==> src/rtl/rtype_exec_ctrl_if.sv <==
// Bundle of instruction handshake, regfile and ALU-control signals
// around the R-type execution controller.
interface rtype_exec_ctrl_if #(
  parameter int CNT_W = 16
);
  logic             instr_valid;
  logic [31:0]      instr;
  logic             instr_ready;
  logic [4:0]       rs1_addr;
  logic [4:0]       rs2_addr;
  logic             Radd_en;
  logic             Rsub_en;
  logic             Ror_en;
  logic             Rxor_en;
  logic             Rand_en;
  logic             Rslt_en;
  logic             Rsltu_en;
  logic             Rsll_en;
  logic             Rsrl_en;
  logic             Rsra_en;
  logic [31:0]      alu_out;
  logic             wr_en;
  logic [4:0]       wr_addr;
  logic [31:0]      wr_data;
  logic             done;
  logic             illegal;
  logic [CNT_W-1:0] retired_cnt;
  logic [CNT_W-1:0] illegal_cnt;

  // Controller side: consumes instructions and ALU result, drives everything else
  modport master (
    input  instr_valid, instr, alu_out,
    output instr_ready, rs1_addr, rs2_addr,
           Radd_en, Rsub_en, Ror_en, Rxor_en, Rand_en,
           Rslt_en, Rsltu_en, Rsll_en, Rsrl_en, Rsra_en,
           wr_en, wr_addr, wr_data, done, illegal,
           retired_cnt, illegal_cnt
  );

  // Environment side: fetch, regfile and ALU
  modport slave (
    output instr_valid, instr, alu_out,
    input  instr_ready, rs1_addr, rs2_addr,
           Radd_en, Rsub_en, Ror_en, Rxor_en, Rand_en,
           Rslt_en, Rsltu_en, Rsll_en, Rsrl_en, Rsra_en,
           wr_en, wr_addr, wr_data, done, illegal,
           retired_cnt, illegal_cnt
  );
endinterface

==> src/rtl/rtype_exec_ctrl.sv <==
// Four-state sequencer for RV32I R-type instructions: accepts one instruction,
// decodes it, pulses exactly one ALU enable, captures the result and issues
// the regfile write-back. Illegal words are rejected straight back to IDLE.
module rtype_exec_ctrl #(
  parameter int CNT_W = 16
) (
  input  logic             clk,
  input  logic             rst,
  rtype_exec_ctrl_if.master bus
);

  typedef enum logic [1:0] {IDLE, DECODE, EXEC, WB} state_t;

  // Bit positions of the one-hot operation vector, in enable-port order
  localparam int IDX_ADD  = 0;
  localparam int IDX_SUB  = 1;
  localparam int IDX_OR   = 2;
  localparam int IDX_XOR  = 3;
  localparam int IDX_AND  = 4;
  localparam int IDX_SLT  = 5;
  localparam int IDX_SLTU = 6;
  localparam int IDX_SLL  = 7;
  localparam int IDX_SRL  = 8;
  localparam int IDX_SRA  = 9;

  localparam logic [CNT_W-1:0] CNT_ONE = 1;

  state_t           state_q, state_d;
  logic [31:0]      instr_q, instr_d;
  logic [31:0]      wr_data_q, wr_data_d;
  logic             illegal_q, illegal_d;
  logic [CNT_W-1:0] retired_q, retired_d;
  logic [CNT_W-1:0] illegal_cnt_q, illegal_cnt_d;

  logic [6:0] opcode;
  logic [6:0] funct7;
  logic [2:0] funct3;
  logic [4:0] rd;
  logic [9:0] op_oh;
  logic [9:0] exec_oh;
  logic       legal;

  assign opcode = instr_q[6:0];
  assign rd     = instr_q[11:7];
  assign funct3 = instr_q[14:12];
  assign funct7 = instr_q[31:25];

  // Decode the latched instruction into a one-hot operation; all-zero means illegal
  always_comb begin
    op_oh = '0;
    if (opcode == 7'b0110011) begin
      case ({funct7, funct3})
        10'b0000000_000: op_oh[IDX_ADD]  = 1'b1;
        10'b0100000_000: op_oh[IDX_SUB]  = 1'b1;
        10'b0000000_001: op_oh[IDX_SLL]  = 1'b1;
        10'b0000000_010: op_oh[IDX_SLT]  = 1'b1;
        10'b0000000_011: op_oh[IDX_SLTU] = 1'b1;
        10'b0000000_100: op_oh[IDX_XOR]  = 1'b1;
        10'b0000000_101: op_oh[IDX_SRL]  = 1'b1;
        10'b0100000_101: op_oh[IDX_SRA]  = 1'b1;
        10'b0000000_110: op_oh[IDX_OR]   = 1'b1;
        10'b0000000_111: op_oh[IDX_AND]  = 1'b1;
        default:         op_oh           = '0;
      endcase
    end
  end

  assign legal = |op_oh;

  // Next-state logic: sequencing, instruction latch, result capture and counters
  always_comb begin
    state_d       = state_q;
    instr_d       = instr_q;
    wr_data_d     = wr_data_q;
    illegal_d     = 1'b0;
    retired_d     = retired_q;
    illegal_cnt_d = illegal_cnt_q;
    case (state_q)
      IDLE: begin
        if (bus.instr_valid) begin
          instr_d = bus.instr;
          state_d = DECODE;
        end
      end
      DECODE: begin
        if (legal) begin
          state_d = EXEC;
        end else begin
          state_d       = IDLE;
          illegal_d     = 1'b1;
          illegal_cnt_d = illegal_cnt_q + CNT_ONE;
        end
      end
      EXEC: begin
        wr_data_d = bus.alu_out;
        state_d   = WB;
      end
      WB: begin
        retired_d = retired_q + CNT_ONE;
        state_d   = IDLE;
      end
      default: state_d = IDLE;
    endcase
  end

  // State and datapath registers; reset drops any in-flight instruction
  always_ff @(posedge clk or posedge rst) begin
    if (rst) begin
      state_q       <= IDLE;
      instr_q       <= '0;
      wr_data_q     <= '0;
      illegal_q     <= 1'b0;
      retired_q     <= '0;
      illegal_cnt_q <= '0;
    end else begin
      state_q       <= state_d;
      instr_q       <= instr_d;
      wr_data_q     <= wr_data_d;
      illegal_q     <= illegal_d;
      retired_q     <= retired_d;
      illegal_cnt_q <= illegal_cnt_d;
    end
  end

  // Enables are only ever live during the single EXEC cycle
  always_comb begin
    exec_oh = '0;
    if (state_q == EXEC) begin
      exec_oh = op_oh;
    end
  end

  assign bus.instr_ready = (state_q == IDLE);
  assign bus.rs1_addr    = instr_q[19:15];
  assign bus.rs2_addr    = instr_q[24:20];

  assign bus.Radd_en  = exec_oh[IDX_ADD];
  assign bus.Rsub_en  = exec_oh[IDX_SUB];
  assign bus.Ror_en   = exec_oh[IDX_OR];
  assign bus.Rxor_en  = exec_oh[IDX_XOR];
  assign bus.Rand_en  = exec_oh[IDX_AND];
  assign bus.Rslt_en  = exec_oh[IDX_SLT];
  assign bus.Rsltu_en = exec_oh[IDX_SLTU];
  assign bus.Rsll_en  = exec_oh[IDX_SLL];
  assign bus.Rsrl_en  = exec_oh[IDX_SRL];
  assign bus.Rsra_en  = exec_oh[IDX_SRA];

  // Writes to x0 still retire, they just never strobe the regfile
  assign bus.done        = (state_q == WB);
  assign bus.wr_en       = (state_q == WB) && (rd != 5'd0);
  assign bus.wr_addr     = rd;
  assign bus.wr_data     = wr_data_q;
  assign bus.illegal     = illegal_q;
  assign bus.retired_cnt = retired_q;
  assign bus.illegal_cnt = illegal_cnt_q;

endmodule

==> src/flat_wrapper.sv <==
// flat-port wrapper written by rule: the top's interface ports become plain ports
module rtype_exec_ctrl_flat 
#(
  parameter int CNT_W = 16
)
  (clk, rst, bus_instr_valid, bus_instr, bus_alu_out, bus_instr_ready, bus_rs1_addr, bus_rs2_addr, bus_Radd_en, bus_Rsub_en, bus_Ror_en, bus_Rxor_en, bus_Rand_en, bus_Rslt_en, bus_Rsltu_en, bus_Rsll_en, bus_Rsrl_en, bus_Rsra_en, bus_wr_en, bus_wr_addr, bus_wr_data, bus_done, bus_illegal, bus_retired_cnt, bus_illegal_cnt);
  rtype_exec_ctrl_if #(.CNT_W(CNT_W)) bus_i ();
  input  logic clk;
  input  logic rst;
  input wire logic [$bits(bus_i.instr_valid)-1:0] bus_instr_valid;
  input wire logic [$bits(bus_i.instr)-1:0] bus_instr;
  input wire logic [$bits(bus_i.alu_out)-1:0] bus_alu_out;
  output wire logic [$bits(bus_i.instr_ready)-1:0] bus_instr_ready;
  output wire logic [$bits(bus_i.rs1_addr)-1:0] bus_rs1_addr;
  output wire logic [$bits(bus_i.rs2_addr)-1:0] bus_rs2_addr;
  output wire logic [$bits(bus_i.Radd_en)-1:0] bus_Radd_en;
  output wire logic [$bits(bus_i.Rsub_en)-1:0] bus_Rsub_en;
  output wire logic [$bits(bus_i.Ror_en)-1:0] bus_Ror_en;
  output wire logic [$bits(bus_i.Rxor_en)-1:0] bus_Rxor_en;
  output wire logic [$bits(bus_i.Rand_en)-1:0] bus_Rand_en;
  output wire logic [$bits(bus_i.Rslt_en)-1:0] bus_Rslt_en;
  output wire logic [$bits(bus_i.Rsltu_en)-1:0] bus_Rsltu_en;
  output wire logic [$bits(bus_i.Rsll_en)-1:0] bus_Rsll_en;
  output wire logic [$bits(bus_i.Rsrl_en)-1:0] bus_Rsrl_en;
  output wire logic [$bits(bus_i.Rsra_en)-1:0] bus_Rsra_en;
  output wire logic [$bits(bus_i.wr_en)-1:0] bus_wr_en;
  output wire logic [$bits(bus_i.wr_addr)-1:0] bus_wr_addr;
  output wire logic [$bits(bus_i.wr_data)-1:0] bus_wr_data;
  output wire logic [$bits(bus_i.done)-1:0] bus_done;
  output wire logic [$bits(bus_i.illegal)-1:0] bus_illegal;
  output wire logic [$bits(bus_i.retired_cnt)-1:0] bus_retired_cnt;
  output wire logic [$bits(bus_i.illegal_cnt)-1:0] bus_illegal_cnt;
  assign bus_i.instr_valid = bus_instr_valid;
  assign bus_i.instr = bus_instr;
  assign bus_i.alu_out = bus_alu_out;
  assign bus_instr_ready = bus_i.instr_ready;
  assign bus_rs1_addr = bus_i.rs1_addr;
  assign bus_rs2_addr = bus_i.rs2_addr;
  assign bus_Radd_en = bus_i.Radd_en;
  assign bus_Rsub_en = bus_i.Rsub_en;
  assign bus_Ror_en = bus_i.Ror_en;
  assign bus_Rxor_en = bus_i.Rxor_en;
  assign bus_Rand_en = bus_i.Rand_en;
  assign bus_Rslt_en = bus_i.Rslt_en;
  assign bus_Rsltu_en = bus_i.Rsltu_en;
  assign bus_Rsll_en = bus_i.Rsll_en;
  assign bus_Rsrl_en = bus_i.Rsrl_en;
  assign bus_Rsra_en = bus_i.Rsra_en;
  assign bus_wr_en = bus_i.wr_en;
  assign bus_wr_addr = bus_i.wr_addr;
  assign bus_wr_data = bus_i.wr_data;
  assign bus_done = bus_i.done;
  assign bus_illegal = bus_i.illegal;
  assign bus_retired_cnt = bus_i.retired_cnt;
  assign bus_illegal_cnt = bus_i.illegal_cnt;
  rtype_exec_ctrl #(.CNT_W(CNT_W)) u_core (.clk(clk), .rst(rst), .bus(bus_i));
endmodule
==> config.mk <==
export PLATFORM = sky130hd
export DESIGN_NAME = rtype_exec_ctrl_flat
export DESIGN_NICKNAME = d
export VERILOG_FILES = /design/src/rtl/rtype_exec_ctrl_if.sv /design/src/rtl/rtype_exec_ctrl.sv /design/src/flat_wrapper.sv
export SDC_FILE = /design/constraint.sdc
export NUM_CORES = 1
export LEC_CHECK = 0
export ABC_AREA = 1
export CAP_MARGIN = 20
export CORE_MARGIN = 2
export CORE_UTILIZATION = 45
export CTS_BUF_LIST = sky130_fd_sc_hd__clkbuf_8
export DETAILED_ROUTE_END_ITERATION = 7
export PLACE_DENSITY = 0.79
export SYNTH_ARGS = -nofsm -noshare
export SYNTH_HDL_FRONTEND = slang
export SYNTH_SLANG_ARGS = --single-unit
==> constraint.sdc <==
create_clock -name clk -period 3.2 [get_ports clk]
set_input_delay 0.32 -clock clk [delete_from_list [all_inputs] [get_ports clk]]
set_output_delay 0.32 -clock clk [all_outputs]
set_load 0.02 [all_outputs]
==> results of run 1 <==
[sequential cells by signal, summed over array words and instances (netlist names), named ones only]
register and count:
u_core.bus.wr_data 32, u_core.instr_q 32, u_core.bus.illegal_cnt 16, u_core.bus.retired_cnt 16, u_core.bus.illegal 1, u_core.state_q 1
[routing by layer]
metal | global-route usage [%] | vias up | part of all wire, %
li1 | - | 1874 | -
met2 | 34.61 | 110 | 51
met1 | 24.82 | 1837 | 42
met3 | 4.082 | 10 | 5.9
met5 | 0 | - | 0
met4 | 5.075 | 0 | 1.1
[cell usage in the layout (no fill, tap or decap), types with 3 or more instances in the layout]
master	Yosys	final
dfrtp_1	99	99
nor3_1	5	5
nor2_1	35	35
xnor2_1	12	12
xor2_1	13	13
clkbuf_8	0	9
nor3_2	6	6
mux2_2	24	24
nand2_1	175	175
nand3_1	16	16
a21oi_1	8	8
nor2_4	5	5
clkdlybuf4s50_1	0	159
inv_2	3	3
buf_4	15	4
nor2_2	5	5
nand4_1	24	24
inv_1	34	33
[where the power goes]
part	internal (uW)	leakage [uW]	switching, uW	total (uW)
Combinational	255	0.00168	233	489
Clock	445	0.000106	444	888
Sequential	1340	0.00113	81.3	1420
[critical path, cell delays in order, from the launching register on]
cell             delay (ns)
dfrtp_1                0.43
inv_1                  0.09
nor2_2                 0.12
buf_4                  0.34
nand3_1                0.22
nor3_1                 0.19
clkdlybuf4s50_1        0.64
[how the worst max path moves through the flow]
| stage | end | slack, ns |
|---|---|---|
| floorplan | asynchronous set/reset pin | 0.29 |
| global placement | bus_Ror_en | 0.93 |
| detailed placement | bus_Ror_en | 0.89 |
| CTS | bus_Ror_en | 0.49 |
| global route | bus_Ror_en | 0.36 |
| finish | bus_Ror_en | 0.49 |
[cell type report]
type / count / area (sq um) / share of cell area [%]
Tap cell: 136 / 170.2 / 2.618
Timing Repair Buffer: 164 / 1642 / 25.26
Clock inverter: 7 / 97.59 / 1.502
Sequential cell: 99 / 2477 / 38.12
Clock buffer: 9 / 123.9 / 1.906
Inverter: 37 / 141.4 / 2.176
Multi-Input combinational cell: 339 / 1847 / 28.42
[cells by family after synthesis]
family / count (synthesis)
multiplexers: 24
AND/OR/NAND/NOR: 278
flip-flops: 99
buffers and inverters: 69
XOR/XNOR: 25
AO/OA/AOI/OAI: 10
adder cells (fa/ha/maj): 2
[through the flow]
step / area (sq um) / hold WS (ns) / std cells / utilization (%) / total power (uW)
final: 6499 / 0.3711 / 791 / 63.81 / 2796
after detailed placement: 6277 / 0.4574 / 775 / 61.63 / 1935
after floorplan: 4663 / 0.4368 / 507 / - / 1719
after global placement: 6277 / 0.4534 / 775 / 61.63 / 1914
after CTS: 6499 / 0.3971 / 791 / 63.81 / 2821
after global routing: 6499 / 0.4401 / 791 / 63.81 / 2926
==> impl_metrics.ini, run 1 <==
[worst_setup_path]
worstPathRequired_ns = 2.88
r2r_slack_ns = 1.44
critPathKind = flip-flop to output pin
crit_fanout = 33
endpoint_kind = output pin
arrival_ns = 2.39
reg2reg_depth = 11
crit_path_start_kind = flip-flop
r2r_end = u_core.bus.illegal_cnt[14]
r2r-start = u_core.instr_q[1]

[route]
drtIter0Drc = 134
drc = 0
dr.pass1.iters = 5
wl_mm = 10.79
routed_via_density = 4.843
ant_nets = 0
num_vias = 3831
wl_per_cell_microns = 13.64

[clock_tree]
post-cts-setup-buffers = 0
clock_latency_ns = 0.36
cts_tree = built
cts.sinks = 99
cts_resized = 0
clk_path_buf_depth = 2
cts_root_buf = clkbuf_8
cts_htree_levels = 3
cts_buffers = 9
clkTransAtPathRegs_ns = 0.10
holdBufCountCts = 0

[yosys]
synth_area_sq_um = 4663
synth_compound_area_share_pct = 1.368
async_reset_ff_share_pct = 100.0
netlist_top_cells_area = dfrtp_1 53%, nand2_1 14%, mux2_2 5.8%
synth_xor_area_share_pct = 4.695
synthAdderAreaFrac_pct = 0.5366
synth_top_area_cell = dfrtp_1
netlist_instances = 507
synth_top_cells_by_count = 175 x nand2_1, 99 x dfrtp_1, 35 x nor2_1
yosysWarnings = 0
yosys.area.top_type_share_pct = 53.13
yosysMostFrequentCell = nand2_1
ys.flop_type = dfrtp_1
synth.avg_cell_area_sq_um = 9.198
synth-seq-area-share_pct = 53.13
synth_cell_types = 28
ys_ff_latch = 99
yosys.area_share.simple_pct = 27.21
synth_top_family_by_area = simple AND/OR/NAND/NOR gates
synth_edf_count = 0
synthMuxAreaShare_pct = 5.796
synth_fp_nets = 576

[place]
io_buffers = 159
place_hpwl_mm = 8.008
gp_congestion = 0.8256
post-place-ws_ns = 0.8943

[grt]
first_global_vias = 3736
grt.total_usage_pct = 19.72
antenna_found_initial = 0
grt_pass1_wl_mm = 17.93
grt_remaining_overflow = 0
grt_max_degree = 54

[power_and_ir_drop]
powerDensity_nw_per_um2 = 430.2
vdd_ir_drop_max_mv = 0.2411
power.leakage_uw = 0.002911

[timing]
worstMarginPinSlew_ns = 0.6510
rsz0062_at_grt = no
timing.fmax_ghz = 0.3689
setup_violations = 0
timing.final.crit_period_ns = 2.711
finalHoldViolCount = 0
skew_ns = 0.01772
min_period_over_period_pct = 84.72
slew_headroom_pct = 56.54
fin_ws_ns = 0.4891
finalSetupTns_ns = 0
slew_violations = 0

[final_layout]
areaGrowthSynthToFinish_pct = 39.36
drive_gt1_share_pct = 11.15
nets = 719
diodes = 0
nFillCells = 835

[floorplanning]
fp.dieH_microns = 105.8
die_w_microns = 105.8
ios = 160
initial_utilization_pct = 45.79
dieArea_sq_um = 11190
fp.coreArea_sq_um = 10180
row_count = 37

[hold_path]
hp-class = primary input to asynchronous set/reset pin

[run]
drv_cap = 0

[outcome]
status = complete, no violations
Note: power is estimated with default switching activity, not from simulation.
==> inputs of run 2 (changes only) <==
CORE_UTILIZATION = 43   (was 45)
clock period = 2.3 ns   (was 3.2 ns; I/O delays follow)
==> run 2 against run 1 <==
  * Critical endpoint is now bus_wr_en
  * Clock power up 17%
  * Highest routed layer unchanged
  * Combinational power increased by 43%
  * Cell area hardly changed
  * Routed wire length increased by 2.1%
  * Sequential cell count unchanged
  * Die area up 4.5%
==> impl_metrics.ini, run 2 (same netlist as run 1, synthesis figures left out) <==
[outcome]
status = complete, no violations

[place]
gp_congestion = 0.7914
place_area_sq_um = 6354
placed_cells = 785
place_hpwl_mm = 8.422
io_buffers = 159

[final_layout]
drive_gt1_share_pct = 12.86
final_cells = 801
final_cell_mix = 175 x nand2_1, 149 x clkdlybuf4s50_1, 99 x dfrtp_1
design_area_sq_um = 6502
areaGrowthSynthToFinish_pct = 39.44
diodes = 0
final_common_cell = nand2_1
nets = 725

[worst_setup_path]
r2r_end = u_core.bus.illegal_cnt[8]
endpoint = bus_wr_en
worstPathCellList = buf_4 > nand2_4 > inv_1 > o41ai_1 > inv_1 > clkdlybuf4s50_1
crit_path_start_kind = flip-flop
worstPathRequired_ns = 2.07
arrival_ns = 1.94
critical_path.max_stage_delay_ns = 0.60
slowest_stage = clkdlybuf4s50_1
critPathMostFrequentCell = inv_1
crit_fanout = 5
r2r-start = u_core.instr_q[28]
critPathKind = flip-flop to output pin
reg2reg_depth = 8
r2r_slack_ns = 0.66
critPathLaunch = u_core.state_q[0]
endpoint_kind = output pin

[timing]
finalHoldViolCount = 0
timing.fmax_ghz = 0.4608
slew_headroom_pct = 67.34
worstMarginPinSlew_ns = 0.4889
setup_violations = 0
min_period_over_period_pct = 94.35
slew_violations = 0
rsz0062_at_grt = no
finalSetupTns_ns = 0
timing.final.crit_period_ns = 2.170
skew_ns = 0.006367

[grt]
first_global_vias = 3872
grt_pass1_wl_mm = 18.12
antenna_found_initial = 0
grt_max_degree = 43
grt_remaining_overflow = 0
grt.total_usage_pct = 19.97

[clock_tree]
cts_root_buf = clkbuf_8
clock_latency_ns = 0.38
cts_buffers = 9
post-cts-setup-buffers = 0
clk_path_buf_depth = 2
cts_htree_levels = 3
cts_tree = built
clkTransAtPathRegs_ns = 0.09
cts.sinks = 99

[floorplanning]
dieArea_sq_um = 11690
fp.dieH_microns = 108.1
fp.coreArea_sq_um = 10700
ios = 160
row_count = 38
die_w_microns = 108.1
initial_utilization_pct = 43.59

[power_and_ir_drop]
clock_power_share_pct = 28.0
powerDensity_nw_per_um2 = 569.9
pwr-share-comb_pct = 18.9
p_sw_uw = 1031
p_sw_share_pct = 27.82
vdd_ir_drop_max_mv = 0.5379
p_int_uw = 2675
seqPwrFrac_pct = 53.2
power.leakage_uw = 0.002966

[route]
wl_mm = 11.02
dr.pass1.iters = 4
num_vias = 3826
routed_via_density = 4.777
drc = 0
ant_nets = 0
drtIter0Drc = 150
wl_per_cell_microns = 13.75

[hold_path]
hp-class = primary input to asynchronous set/reset pin

[run]
drv_cap = 0
-- run 2: changes by cell type in the layout (fill, tap and decap cells not counted), moves of 2 or more --
| cell | delta |
|---|---|
| clkinv_2 | +2 |
| buf_12 | +2 |
| dlygate4sd2_1 | +4 |
| bufinv_16 | -2 |
| clkbuf_2 | +6 |
| buf_4 | +4 |
| clkbuf_8 | +2 |
| clkdlybuf4s50_1 | -10 |
-- run 2: per-layer routing --
layer | vias to the layer above | share of wire (%) | global-route usage, %
met4 | 0 | 2.2 | 8.333
met3 | 19 | 7.6 | 6.269
met2 | 125 | 49 | 32.03
li1 | 1887 | - | -
met5 | - | 0 | 0
met1 | 1795 | 42 | 25.05
-- run 2: critical path, delay by kind of cell (launching register included) --
family | cells | cell delay, ns
AOI/OAI and AO/OA | 1 | 0.12
and+or+nand+nor | 1 | 0.09
buffers and inverters | 4 | 0.99
DFF | 1 | 0.37
-- run 2: per-stage QoR --
stage,power (uW),worst slack (ns),hold slack [ns],utilization [%]
after floorplan,2392,0.6453,0.3468,-
after global placement,2680,0.04366,0.4540,59.39
after detailed placement,2706,0.06479,0.4580,59.39
after CTS,3750,0.003615,0.2357,60.99
after global routing,3898,0.006961,0.2718,60.78
final,3706,0.1299,0.2275,60.78
-- run 2: how the worst min path moves through the flow --
| stage | from | cells past startpoint | end |
|---|---|---|---|
| finish | rst | 2 | u_core.bus.illegal |
| floorplan | bus_alu_out[25] | 2 | u_core.bus.wr_data[25] |
| CTS | rst | 2 | u_core.bus.illegal |
| global placement | u_core.bus.wr_data[22] | 2 | u_core.bus.wr_data[22] |
| detailed placement | u_core.bus.wr_data[15] | 2 | u_core.bus.wr_data[15] |
| global route | rst | 2 | u_core.bus.illegal |
-- run 2: layout make-up --
cell class / instances / area, sq um
multi-input cells: 339 / 1852
well taps: 140 / 175.2
clock inverters: 5 / 27.53
fillers: 897 / 4195
clock buffers: 11 / 151.4
flip-flops and latches: 99 / 2477
repair buffers: 170 / 1677
inverters: 37 / 142.6
-- run 2: repair_timing --
| action | 4_1_cts | 5_1_grt |
|---|---|---|
| hold buffers | 0 | 0 |
| endpoints found under the setup margin | 10 | 6 |
| resized for setup | 11 | 14 |
| pin swaps | 0 | 0 |
-- run 2: power groups by stage --
stage               Sequential (uW)  Combinational, uW  Clock [uW]
finish                         1970                699        1040
CTS                            1970                709        1070
global route                   1990                763        1150
floorplan                      2030                364           0
global placement               1990                687           0
detailed placement             2000                703           0
==> inputs of run 3 (changes only) <==
CTS_CLUSTER_SIZE = 12   (was not set)
==> results of run 3 <==
Same layout as run 2: the final DEF is identical, and so are final timing and power.
